[src/rtl/rampa_motor.sv]
// rampa_motor: soft-start/soft-stop duty sequencer in front of controlador_motor.
// Turns raw direction/duty commands into a stepped duty ramp, forces every
// reversal through zero duty plus a dead time, and maps fault to sel=11.
module rampa_motor #(
    parameter int RAMP_DIV    = 50000,   // clocks per ramp tick
    parameter int STEP        = 1,       // duty change per tick
    parameter int DEAD_CYCLES = 500000   // clocks at sel=00 between directions
) (
    input  logic       clk,
    input  logic       rst,
    input  logic [1:0] cmd_dir,
    input  logic [7:0] target_duty,
    input  logic       fault,
    output logic [1:0] sel,
    output logic [7:0] pwm_duty,
    output logic       busy,
    output logic       at_target
);

    localparam int PW = (RAMP_DIV > 1) ? $clog2(RAMP_DIV) : 1;
    localparam int DW = (DEAD_CYCLES > 1) ? $clog2(DEAD_CYCLES) : 1;
    localparam logic [PW-1:0] PRESC_LAST = PW'(RAMP_DIV - 1);
    localparam logic [DW-1:0] DEAD_LAST  = DW'(DEAD_CYCLES - 1);
    localparam logic [8:0]    STEP9      = 9'(STEP);

    typedef enum logic [1:0] {
        IDLE  = 2'd0,
        RUN   = 2'd1,
        DEAD  = 2'd2,
        FAULT = 2'd3
    } state_t;

    state_t        state, state_n;
    logic [1:0]    cur_dir, cur_dir_n;
    logic [7:0]    duty, duty_n;
    logic [PW-1:0] presc, presc_n;
    logic [DW-1:0] dead_cnt, dead_cnt_n;
    logic [1:0]    sel_n;
    logic          busy_n;
    logic          at_target_n;

    logic          cmd_valid;
    logic          tick;
    logic [7:0]    eff_target;
    logic [8:0]    up_sum;
    logic [8:0]    dn_floor;
    logic [8:0]    dn_diff;
    logic [7:0]    ramp_duty;

    // Anything other than a real direction (stop, 11, or a reversal request)
    // ramps toward zero; the ramp math is 9 bits wide so it never wraps.
    assign cmd_valid  = (cmd_dir == 2'b01) || (cmd_dir == 2'b10);
    assign tick       = (presc == PRESC_LAST);
    assign eff_target = (cmd_dir == cur_dir) ? target_duty : 8'd0;
    assign up_sum     = {1'b0, duty} + STEP9;
    assign dn_floor   = {1'b0, eff_target} + STEP9;
    assign dn_diff    = {1'b0, duty} - STEP9;

    // One ramp step toward eff_target, clamped so it never overshoots.
    always_comb begin
        ramp_duty = duty;
        if (duty < eff_target) begin
            ramp_duty = (up_sum > {1'b0, eff_target}) ? eff_target : up_sum[7:0];
        end else if (duty > eff_target) begin
            ramp_duty = ({1'b0, duty} < dn_floor) ? eff_target : dn_diff[7:0];
        end
    end

    // Next-state and next-output logic; fault overrides every state.
    always_comb begin
        state_n    = state;
        cur_dir_n  = cur_dir;
        duty_n     = duty;
        presc_n    = presc;
        dead_cnt_n = dead_cnt;

        if (fault) begin
            state_n    = FAULT;
            duty_n     = 8'd0;
            presc_n    = '0;
            dead_cnt_n = '0;
        end else begin
            case (state)
                IDLE: begin
                    duty_n     = 8'd0;
                    presc_n    = '0;
                    dead_cnt_n = '0;
                    if (cmd_valid && (target_duty != 8'd0)) begin
                        cur_dir_n = cmd_dir;
                        state_n   = RUN;
                    end
                end
                RUN: begin
                    if (tick) begin
                        presc_n = '0;
                        duty_n  = ramp_duty;
                        // Reached zero while the command no longer matches:
                        // a valid opposite direction goes through dead time.
                        if ((ramp_duty == 8'd0) && (eff_target == 8'd0) &&
                            (cmd_dir != cur_dir)) begin
                            dead_cnt_n = '0;
                            state_n    = cmd_valid ? DEAD : IDLE;
                        end
                    end else begin
                        presc_n = presc + PW'(1);
                    end
                end
                DEAD: begin
                    duty_n = 8'd0;
                    if (dead_cnt == DEAD_LAST) begin
                        dead_cnt_n = '0;
                        if (cmd_valid) begin
                            cur_dir_n = cmd_dir;
                            state_n   = RUN;
                        end else begin
                            state_n   = IDLE;
                        end
                    end else begin
                        dead_cnt_n = dead_cnt + DW'(1);
                    end
                end
                FAULT: begin
                    duty_n     = 8'd0;
                    presc_n    = '0;
                    dead_cnt_n = '0;
                    // No auto-restart: the command must return to stop first.
                    if (cmd_dir == 2'b00) begin
                        state_n = IDLE;
                    end
                end
                default: begin
                    state_n = IDLE;
                end
            endcase
        end

        case (state_n)
            RUN:     sel_n = cur_dir_n;
            FAULT:   sel_n = 2'b11;
            default: sel_n = 2'b00;
        endcase
        busy_n      = (state_n != IDLE);
        at_target_n = (state_n == RUN) && (cmd_dir == cur_dir_n) &&
                      (duty_n == target_duty);
    end

    // State and registered outputs; asynchronous active-low reset.
    always_ff @(posedge clk or negedge rst) begin
        if (!rst) begin
            state     <= IDLE;
            cur_dir   <= 2'b00;
            duty      <= 8'd0;
            presc     <= '0;
            dead_cnt  <= '0;
            sel       <= 2'b00;
            pwm_duty  <= 8'd0;
            busy      <= 1'b0;
            at_target <= 1'b0;
        end else begin
            state     <= state_n;
            cur_dir   <= cur_dir_n;
            duty      <= duty_n;
            presc     <= presc_n;
            dead_cnt  <= dead_cnt_n;
            sel       <= sel_n;
            pwm_duty  <= duty_n;
            busy      <= busy_n;
            at_target <= at_target_n;
        end
    end

endmodule

[config.mk]
export PLATFORM = sky130hd
export DESIGN_NAME = rampa_motor
export DESIGN_NICKNAME = d
export VERILOG_FILES = /design/src/rtl/rampa_motor.sv
export SDC_FILE = /design/constraint.sdc
export NUM_CORES = 1
export LEC_CHECK = 0
export ABC_AREA = 0
export ABC_CLOCK_PERIOD_IN_PS = 5800
export BUFFER_PORTS_ARGS = -buffer_cell sky130_fd_sc_hd__clkbuf_2
export CORE_UTILIZATION = 35
export DETAILED_ROUTE_END_ITERATION = 16
export PLACE_DENSITY_LB_ADDON = 0.25
export SLEW_MARGIN = 10
export SYNTH_ARGS = -nofsm -noshare
export SYNTH_HDL_FRONTEND = slang
export SYNTH_SLANG_ARGS = --single-unit
[constraint.sdc]
create_clock -name clk -period 5.8 [get_ports clk]
set_input_delay 1.16 -clock clk [delete_from_list [all_inputs] [get_ports clk]]
set_output_delay 1.16 -clock clk [all_outputs]
set_load 0.1 [all_outputs]
==> impl.org, run 1 <==
** Setup path
- R2r endpoint :: dead_cnt[17]$_DFFE_PN0P_
- Peak per-stage delay on the critical path :: approximately 0.54 ns
- For this design, the slowest cell found on the critical path is a222oi_1.
- The worst setup path is of the input port to flop kind.
- STA classifies the critical path startpoint as an input port.
- Peak fanout along the critical path :: 10
- Endpoint kind of the worst setup timing path :: flop
- The critical path runs through a total of 19 cells.
- For the worst setup path, the data arrival time is 5.67 ns.
- Family with the most delay on the worst path :: compound AO/OA/AOI/OAI gates
- Data required time at the worst endpoint :: between 5 and 6 ns
- The critical path goes through clkbuf_2 -> xnor2_1 -> and2_0 -> buf_4 -> nand2_1 -> nor3_1 -> xor2_1 -> ha_1 -> a211oi_1 -> nand2_1 -> o22a_1 -> buf_4 -> nand3_1 -> mux2_2 -> a222oi_1 -> nor4_1 -> a21oi_1 -> o21ai_0 -> a2111oi_2.
- Counting cells, the worst reg-to-reg path comes to 18.
- Counting both buffers and inverters, the worst setup path holds a total of 3.
- Launch instance of the worst register-to-register path :: duty[4]$_DFF_PN0_
- R2r setup slk :: a little over 0.8 ns

** Synth
- Unique masters post-synth :: between 60 and 70
- Among all flip-flop cells after synthesis, the most frequent one is dfrtp_1.
- For this run, the number of Yosys warnings is 0.
- Area fraction in compound gates after synthesis :: between 20 and 25%
- In this run, synthesis inferred 0 flip-flops with an integrated enable.
- Arithmetic-cell share of the synthesized area counting full adders, half adders and majority gates :: 9.783%
- Fraction of synthesized cell area in xor and xnor cells :: 6.087%
- Asr flop ratio synth :: 100.0%
- Summing every instance area after synthesis gives around 4600 sq um.
- Number of cells produced by synthesis :: 586
- Dominant combinational cell family by area after synthesis :: simple AND/OR/NAND/NOR gates
- Mean area per synthesized cell :: 7.857 sq um
- After Yosys synthesis, and, or, nand and nor cells account for between 20% and 30% of the synthesized area.
- Counting every net in the synthesized netlist gives about 640.
- Multiplexer share of the synthesized area :: ~1.4%
- Sequential fraction of the synthesis area :: ~28%
- Synthesized flop and latch total :: 51

** Timing
- At the pin with the least slew margin, the transition time is between 0.6 and 0.7 ns.
- The max-slew violation count was 0.
- The worst pin sits at a relative slew slack of between 50% and 60%.
- The worst path in the final design needs a cycle of around 5.5 ns, including I/O delays and setup.
- Setup repair after global routing missed its margin :: false
- Final number of hold-violating endpoints :: 0
- Tcrit/Tclk final :: between 90% and 100%
- Maximum achievable frequency :: ~180 MHz
- In the final timing run, aggregate negative setup slack is 0 ns.
- Fin Clk Skew :: 0.005629 ns
- Setup violations remaining at the end of the flow were counted as 0.

** Clock network
- At the later pin of the worst-skew pair, clock insertion delay measures 0.29 ns.
- Longest Clk Path Bufs :: 2
- Post-CTS setup buffer count :: 0
- Clock-pin slew was measured on the worst setup and hold paths at around 0.070 ns.
- TritonCTS built the clock tree.
- Clock tree synthesis inserted a total of 5 buffers.
- CTS-repair resized insts :: 0
- Clock Tree Root :: clkbuf_16
- CTS built an H-tree with a depth of 2.
- In this run, post-CTS hold repair placed 0 buffers.
- Clock sinks :: 51

** Run status
- The run finished with clean final reports.

** Place
- The congestion estimate from routability-driven global placement came to between 0.9 and 1.
- Buffers placed on the I/O ports in this run total 24.
- Placed instance count :: between 700 and 800
- Half-perimeter wire length of the detailed placement result :: roughly 10000 um

** Pwr
- Power per cell area :: 357.3 nW/um^2
- Internal power comes to about 960 uW.
- Net switching power :: around 880 uW
- The share of total power dissipated in combinational logic is around three fifths.
- VDD IR max :: approximately 0.18 mV
- Share of power burned in the clock network :: a little under a fifth
- Leakage :: 2.183 nW
- Net switching is a little under half of the power.
- Reg power frac :: approximately 22%

** Finish
- Post-route insts no fill :: around 790
- The repair_antennas step left the layout with diodes totalling 0.
- Cells fill 40.40% of the core in the end.
- Layout overhead on the synthesized area :: 11.63%
- In the final design database the tool counted ~660 nets.
- Share of post-route cells with drive strength above 1 :: 11.26%

** Detailed routing
- Total wirelength of the detailed-routed design :: about 14000 um
- Detailed Route Iter0 Violations :: around 350
- Vias per inst :: 5.865
- The detail route stage leaves a number of antenna-violating nets equal to 0.
- Wire per inst :: between 15 and 20 um
- DRC viols :: 0
- Summing over every cut layer, the via total after detailed routing is 4604.
- Number of iterations in the first detailed-routing pass :: 5

** Global routing
- The via count of the first global-routing pass was between 4000 and 5000.
- Global routing consumed, over all layers together, a little over a fifth of the routing resources.
- GR Overflow Total :: 0
- Largest net degree at the start of global routing :: 52
- Global-route wire length before repair :: about 22000 um
- Initial antenna violation count :: 0

** Run
- Across the run, the number of max-cap violations was 0.

** Die
- Count of pins on the block boundary :: 25
- The core region is ~13000 sq um.
- Die Area :: around 14000 sq um
- Die Wd :: 116.7 um
- The floorplan step set the die height to ~120 um.
- The initial utilization of the core area, before any placement, comes to a little over a third.
- In this run the core area contains roughly 40 standard-cell rows.

** Hold path
- The worst hold path terminates at dead_cnt[18]$_DFFE_PN0P_.
- The startpoint identified for the worst hold timing path is dead_cnt[18]$_DFFE_PN0P_.
- The path class of the tightest hold or removal check is flop to flop.
- Counting instances, the worst hold path has a depth of 1.
-- worst max-delay path by stage --
stage	slack [ns]	startpoint	end
detailed placement	0.02	cmd_dir[0]	at_target$_DFF_PN0_
global route	0.07	cmd_dir[0]	dead_cnt[17]$_DFFE_PN0P_
floorplan	0.45	cmd_dir[0]	dead_cnt[6]$_DFFE_PN0P_
CTS	0.33	cmd_dir[0]	at_target$_DFF_PN0_
global placement	0.22	cmd_dir[0]	at_target$_DFF_PN0_
finish	0.30	cmd_dir[0]	at_target$_DFF_PN0_
-- power groups by stage --
stage	combinational [mW]	clock, mW	sequential (mW)
2_1_floorplan	0.680	0	0.488
5_1_grt	1.17	0.369	0.412
3_5_place_dp	1.06	0	0.416
6_report	1.08	0.347	0.408
3_3_place_gp	1.05	0	0.415
4_1_cts	1.06	0.359	0.408
-- cells in the mapped netlist (all sizes together) (3+ instances only) --
cell type  count  area (sq um)
nor4           9         71.32
nand4b         3         26.28
nor2          60         225.2
nand2         69         259.0
a31oi          8         50.05
xor2          16         140.1
clkbuf        16         60.06
o22a           3         26.28
dfrtp         51          1276
or4            4         30.03
inv           26         97.59
a211oi         9         72.57
buf           11         87.58
o32a           3         30.03
or3            5         31.28
or2            4         25.02
a21oi         35         175.2
o211ai         4         30.03
ha            36         450.4
o22ai          7         43.79
a2111oi        3         32.53
nand2b        13         81.33
and4           4         35.03
nor3          12         60.06
o221ai         3         26.28
nand3b         4         30.03
and2           6         37.53
xnor2         16         140.1
o21ai         42         210.2
nand3         26         130.1
nand4         12         75.07
mux2i          4         40.04
o31ai         10         80.07
a21o           4         30.03
and3          15         95.09
-- sequential cells by signal (all words and copies together), names as in the netlist --
name       cells
state          2
busy           1
presc         16
at_target      1
cur_dir        2
sel            2
duty           8
dead_cnt      19
-- routing by layer --
layer,GRT usage (%),wire (um)
met5,0,0
met4,5.485,212
met3,3.269,761
met2,34.00,6351
met1,28.73,6370
-- layout by cell type, fill, tap and decap left out, drive strengths merged, types with 8 or more instances in the layout --
cell,netlist,routed
a211oi,9,9
a21oi,35,35
a31oi,8,8
and3,15,15
buf,11,22
clkbuf,16,29
dfrtp,51,51
ha,36,36
inv,26,27
nand2,69,69
nand2b,13,13
nand3,26,26
nand4,12,12
nor2,60,60
nor3,12,12
nor4,9,9
o21ai,42,42
o31ai,10,10
xnor2,16,16
xor2,16,16
-- worst register-to-register path: cells and delay by family, from the launching register on --
kind            cells  cell delay, ns
compound gates      7            2.20
simple gates        8            1.40
flops               1            0.62
buf+inv             2            0.42
fa+ha+maj           1            0.26
-- kinds of logic after synthesis --
group,Yosys count
compound gates,154
xor+xnor,32
fa+ha+maj,36
buf+inv,53
flops,51
mux,6
simple gates,254
-- stage by stage --
step / setup slack, ns / power, mW / area, sq um / hold WS, ns
floorplan: 0.4460 / 1.168 / 4604 / 0.4510
global placement: 0.2222 / 1.467 / 4969 / 0.4742
detailed placement: 0.01779 / 1.473 / 4969 / 0.4814
CTS: 0.3290 / 1.831 / 5140 / 0.4910
global route: 0.07215 / 1.953 / 5140 / 0.5204
finish: 0.3049 / 1.836 / 5140 / 0.4891
-- final cells by class --
| type | count | area, sq um |
|---|---|---|
| clock buffers | 5 | 125.1 |
| clock inverters | 3 | 46.29 |
| fillers | 1315 | 7582 |
| inverters | 26 | 97.59 |
| multi-input cells | 482 | 3094 |
| flip-flops and latches | 51 | 1276 |
| well taps | 172 | 215.2 |
| repair buffers | 46 | 285.3 |
No activity file was read; power rests on OpenSTA's default activity.
==> run 2, diff against run 1 <==
ABC_AREA = 1   (was 0)
==> run 2 against run 1 <==
Compared with the run above: sequential share of layout area increased by 0.19 points; hold slack got worse by 0.0030 ns; total power decreased by 10%; clock power decreased by 15%; first-iteration DRC count decreased by 14%; core utilization decreased by 0.64 points; clock-buffer cell count unchanged; global-route usage decreased by 1.1 points; via count decreased by 2.1%; synthesized cell count increased by 16%; sequential power about the same; critical path type unchanged.
==> impl.org, run 2 <==
** Clock network
- Number of hold buffers added after CTS :: 0 (unchanged)
- The quantity of gates resized following cts is 0 (unchanged).
- Insertion delay of the later-clocked pin in the worst-skew pair :: 0.29 ns (about the same)
- The maximum root-to-sink buffer count was 2 (unchanged).
- The level count of the clock H-tree was 2 (unchanged).
- The CTS tree is built (unchanged).
- The post-CTS setup buffer count was 0 (unchanged).
- Clock sinks :: 51 (unchanged)
- The number of buffers added by the clock tree synthesis step was 5 (unchanged).
- The clock transition at the registers of the reported paths came to 0.07 ns (about the same).
- Clock Tree Root :: clkbuf_16 (unchanged)

** Global routing
- The wire length of the first global-routing pass was 22200 um (about the same).
- The via count of the first global-routing pass was 4490 (was 4316).
- Largest net degree at the start of global routing :: 52 (unchanged)
- The most used routing layer is met2 (unchanged).
- The met1 track utilization from global routing is 27.67% (was 28.73%).
- The initial antenna violation count was 0 (unchanged).
- The total routing usage reported by global routing was 19.74% (was 20.87%).
- Met3 Resource Use GR :: 2.471% (was 3.269%)
- The met2 layer usage reported by global route is 32.14% (was 34.00%).
- GR Overflow Total :: 0 (unchanged)

** Timing
- Pins over their slew limit :: 0 (unchanged)
- Tcrit/Tclk final :: 85.25% (was 94.74%)
- The final number of setup-violating endpoints was 0 (unchanged).
- Worst slew slack as a fraction of its limit :: 55.26% (was 53.92%)
- Setup repair after global routing missed its margin: false (unchanged).
- Post-route setup TNS :: 0 ns (unchanged)
- The setup skew after layout came to 0.008757 ns (was 0.005629 ns).
- Tightest hold margin :: 0.4861 ns (was 0.4891 ns)
- Transition time at the pin with the least slew margin :: 0.6711 ns (was 0.6893 ns)
- Final worst path period need :: 4.945 ns (was 5.495 ns)
- The count of endpoints failing hold in the final timing report came to 0 (unchanged).
- Post-layout worst setup margin :: 0.8554 ns (was 0.3049 ns)
- The highest attainable clock frequency is 202.2 MHz (was 182.0 MHz).

** Place
- The worst slack after detailed placement is 0.5625 ns (was 0.01779 ns).
- The port buffer count was 24 (unchanged).
- The detailed placer's ending HPWL was 10000 um (was 10250 um).
- Placer's final routability congestion estimate :: 0.9004 (was 0.9593)
- The placed standard-cell area came to 4955 sq um (was 4969 sq um).

** Die
- Die Wd :: 117.5 um (was 116.7 um)
- The overall die area is 13800 sq um (was 13620 sq um).
- Count of pins on the block boundary :: 25 (unchanged)
- Core area :: 12820 sq um (was 12720 sq um)
- The number of placement rows came to 41 (unchanged).
- Starting Density :: 36.40% (was 36.19%)
- Die extent in y :: 117.5 um (was 116.7 um)

** Synth
- Share of the synthesized area in the top cell type :: 27.34% (was 27.72%)
- Most frequent cell after synthesis :: nand2_1 (unchanged)
- The number of synthesized flops with an enable pin came to 0 (unchanged).
- The number of nets produced by synthesis came to 729 (was 635).
- Sequential fraction of the synthesis area :: 27.34% (was 27.72%)
- Mean area per synthesized cell :: 6.865 sq um (was 7.857 sq um)
- Top cells by count, synth :: nand2_1 (151), inv_1 (101), nand3_1 (78) (was nand2_1 (69), nor2_1 (60), dfrtp_1 (51))
- The synthesized area was 4668 sq um (was 4604 sq um).
- The count of synthesis-stage warnings from yosys came to 0 (unchanged).
- The most common flop cell mapped by yosys was dfrtp_1 (unchanged).
- Unique masters post-synth :: 41 (was 69)
- Synthesized flop and latch total :: 51 (unchanged)
- Main area contributors after synthesis :: dfrtp_1 (27%), nand2_1 (12%), ha_1 (9.6%) (was dfrtp_1 (28%), ha_1 (9.8%), nand2_1 (5.6%))
- The count of mapped cells out of synthesis came to 680 (was 586).
- The post-synthesis async set-or-reset flop share is 100.0% (unchanged).
- Synth area leader :: dfrtp_1 (unchanged)

** Detailed routing
- Remaining antenna violation count :: 0 (unchanged)
- The aggregate routed wire length is 13020 um (was 13700 um).
- Total vias in the final route :: 4509 (was 4604)
- The number of detailed-route iterations in the first pass is 5 (unchanged).
- Detailed Route Iter0 Violations :: 299 (was 348)
- DRC viols :: 0 (unchanged)
- Wire per inst :: 14.88 um (was 17.45 um)
- Vias per inst :: 5.153 (was 5.865)

** Hold path
- Hold Crit Class :: flop to flop (unchanged)

** Setup path
- Peak per-stage delay on the critical path :: 0.47 ns (was 0.54 ns)
- The slowest library cell on the worst path is nand2_1 (was a222oi_1).
- Peak fanout along the critical path :: 11 (was 10)
- CP arrival :: 5.09 ns (was 5.67 ns)
- The cell that appears most often on the critical path is nand2_1.
- Endpoint kind of the worst setup timing path :: flop (unchanged)
- WS Path Type :: input port to flop (unchanged)
- The startpoint class of the critical path is an input port (unchanged).
- The required time of the critical path is 5.95 ns (was 5.98 ns).

** Pwr
- The static leakage came to 2.412 nW (was 2.183 nW).
- Power per cell area :: 324.0 nW/um^2 (was 357.3 nW/um^2)
- VDD IR max :: 0.2225 mV (was 0.1846 mV)
- Total power consumption of the routed design :: 1.653 mW (was 1.836 mW)

** Finish
- Layout overhead on the synthesized area :: 9.247% (was 11.63%)
- The finished layout cell area came to 5100 sq um (was 5140 sq um).
- Top Registers :: dead_cnt: 19 flops, presc: 16 flops, duty: 8 flops (unchanged)
- The number of fillers in the final layout was 1369 (was 1315).
- The largest register by flop count was dead_cnt (unchanged).
- The most common cell after layout, fill and taps aside is nand2_1 (unchanged).
- The net total in the final layout was 751 (was 661).
- The number of diodes is 0 (unchanged).
- Top library cells by usage in the layout, fill and taps aside :: nand2_1 (151), inv_1 (101), nand3_1 (78), nor2_1 (64), dfrtp_1 (51) (was nand2_1 (69), nor2_1 (60), dfrtp_1 (51), ha_1 (36), a21oi_1 (35))
- Share of post-route cells with drive strength above 1 :: 11.10% (was 11.26%)
- Flip-flop count of the largest register after layout :: 19 (unchanged)

** Run status
- Result of the run :: finished clean (unchanged)

** Run
- Max Cap Viol :: 0 (unchanged)
==> run 2: critical path, delay by kind of cell <==
| kind | cells | cell delay, ns |
|---|---|---|
| AO/OA/AOI/OAI | 1 | 0.14 |
| XOR/XNOR | 2 | 0.41 |
| AND/OR/NAND/NOR | 22 | 2.65 |
| buffers and inverters | 2 | 0.20 |
| adder cells (fa/ha/maj) | 2 | 0.53 |
==> run 2: area by class of cell <==
cell class | count | area [sq um] | share of cell area [%]
Inverter | 110 | 412.9 | 8.096
Sequential cell | 51 | 1276 | 25.02
Clock buffer | 5 | 125.1 | 2.453
Clock inverter | 3 | 20.02 | 0.3925
Multi-Input combinational cell | 507 | 2908 | 57.02
Tap cell | 172 | 215.2 | 4.220
Timing Repair Buffer | 27 | 142.6 | 2.797
==> run 2: worst paths after layout <==
| kind | start | end | slack (ns) | depth (start not counted) |
|---|---|---|---|---|
| min in group asynchronous | rst | duty[1]$_DFF_PN0_ | 0.97 | 2 |
| worst min-delay path | presc[15]$_DFFE_PN0P_ | presc[15]$_DFFE_PN0P_ | 0.49 | 1 |
| max in group asynchronous | rst | presc[5]$_DFFE_PN0P_ | 4.35 | 2 |
| worst max-delay path | cmd_dir[0] | dead_cnt[2]$_DFFE_PN0P_ | 0.86 | 29 |
| worst min register to register | presc[15]$_DFFE_PN0P_ | presc[15]$_DFFE_PN0P_ | 0.49 | 1 |
| worst max register to register | cur_dir[0]$_DFF_PN0_ | dead_cnt[2]$_DFFE_PN0P_ | 1.42 | 28 |
==> run 2: through the flow <==
stage / cells / util [%]
finish: 875 / 39.77
global route: 875 / 39.77
CTS: 875 / 39.77
detailed placement: 867 / 38.63
global placement: 867 / 38.63
floorplan: 680 / -
==> run 2: cells by family after synthesis <==
kind of cell | count (synthesis) | share of synthesized area (%)
multiplexers | 1 | 0.2144
AND/OR/NAND/NOR | 356 | 35.30
XOR/XNOR | 28 | 5.414
AO/OA/AOI/OAI | 86 | 11.71
buffers and inverters | 122 | 10.37
flip-flops | 51 | 27.34
adder cells (fa/ha/maj) | 36 | 9.649
==> run 2: power breakdown <==
part	total (mW)	internal, mW	switching [mW]
clock network	0.296	0.159	0.136
registers	0.407	0.382	0.0245
logic	0.950	0.273	0.677
==> run 2: layer usage <==
metal	vias up	wire, um
met5	-	0
met4	0	223
met3	23	684
met2	108	5856
met1	2116	6255
li1	2262	-
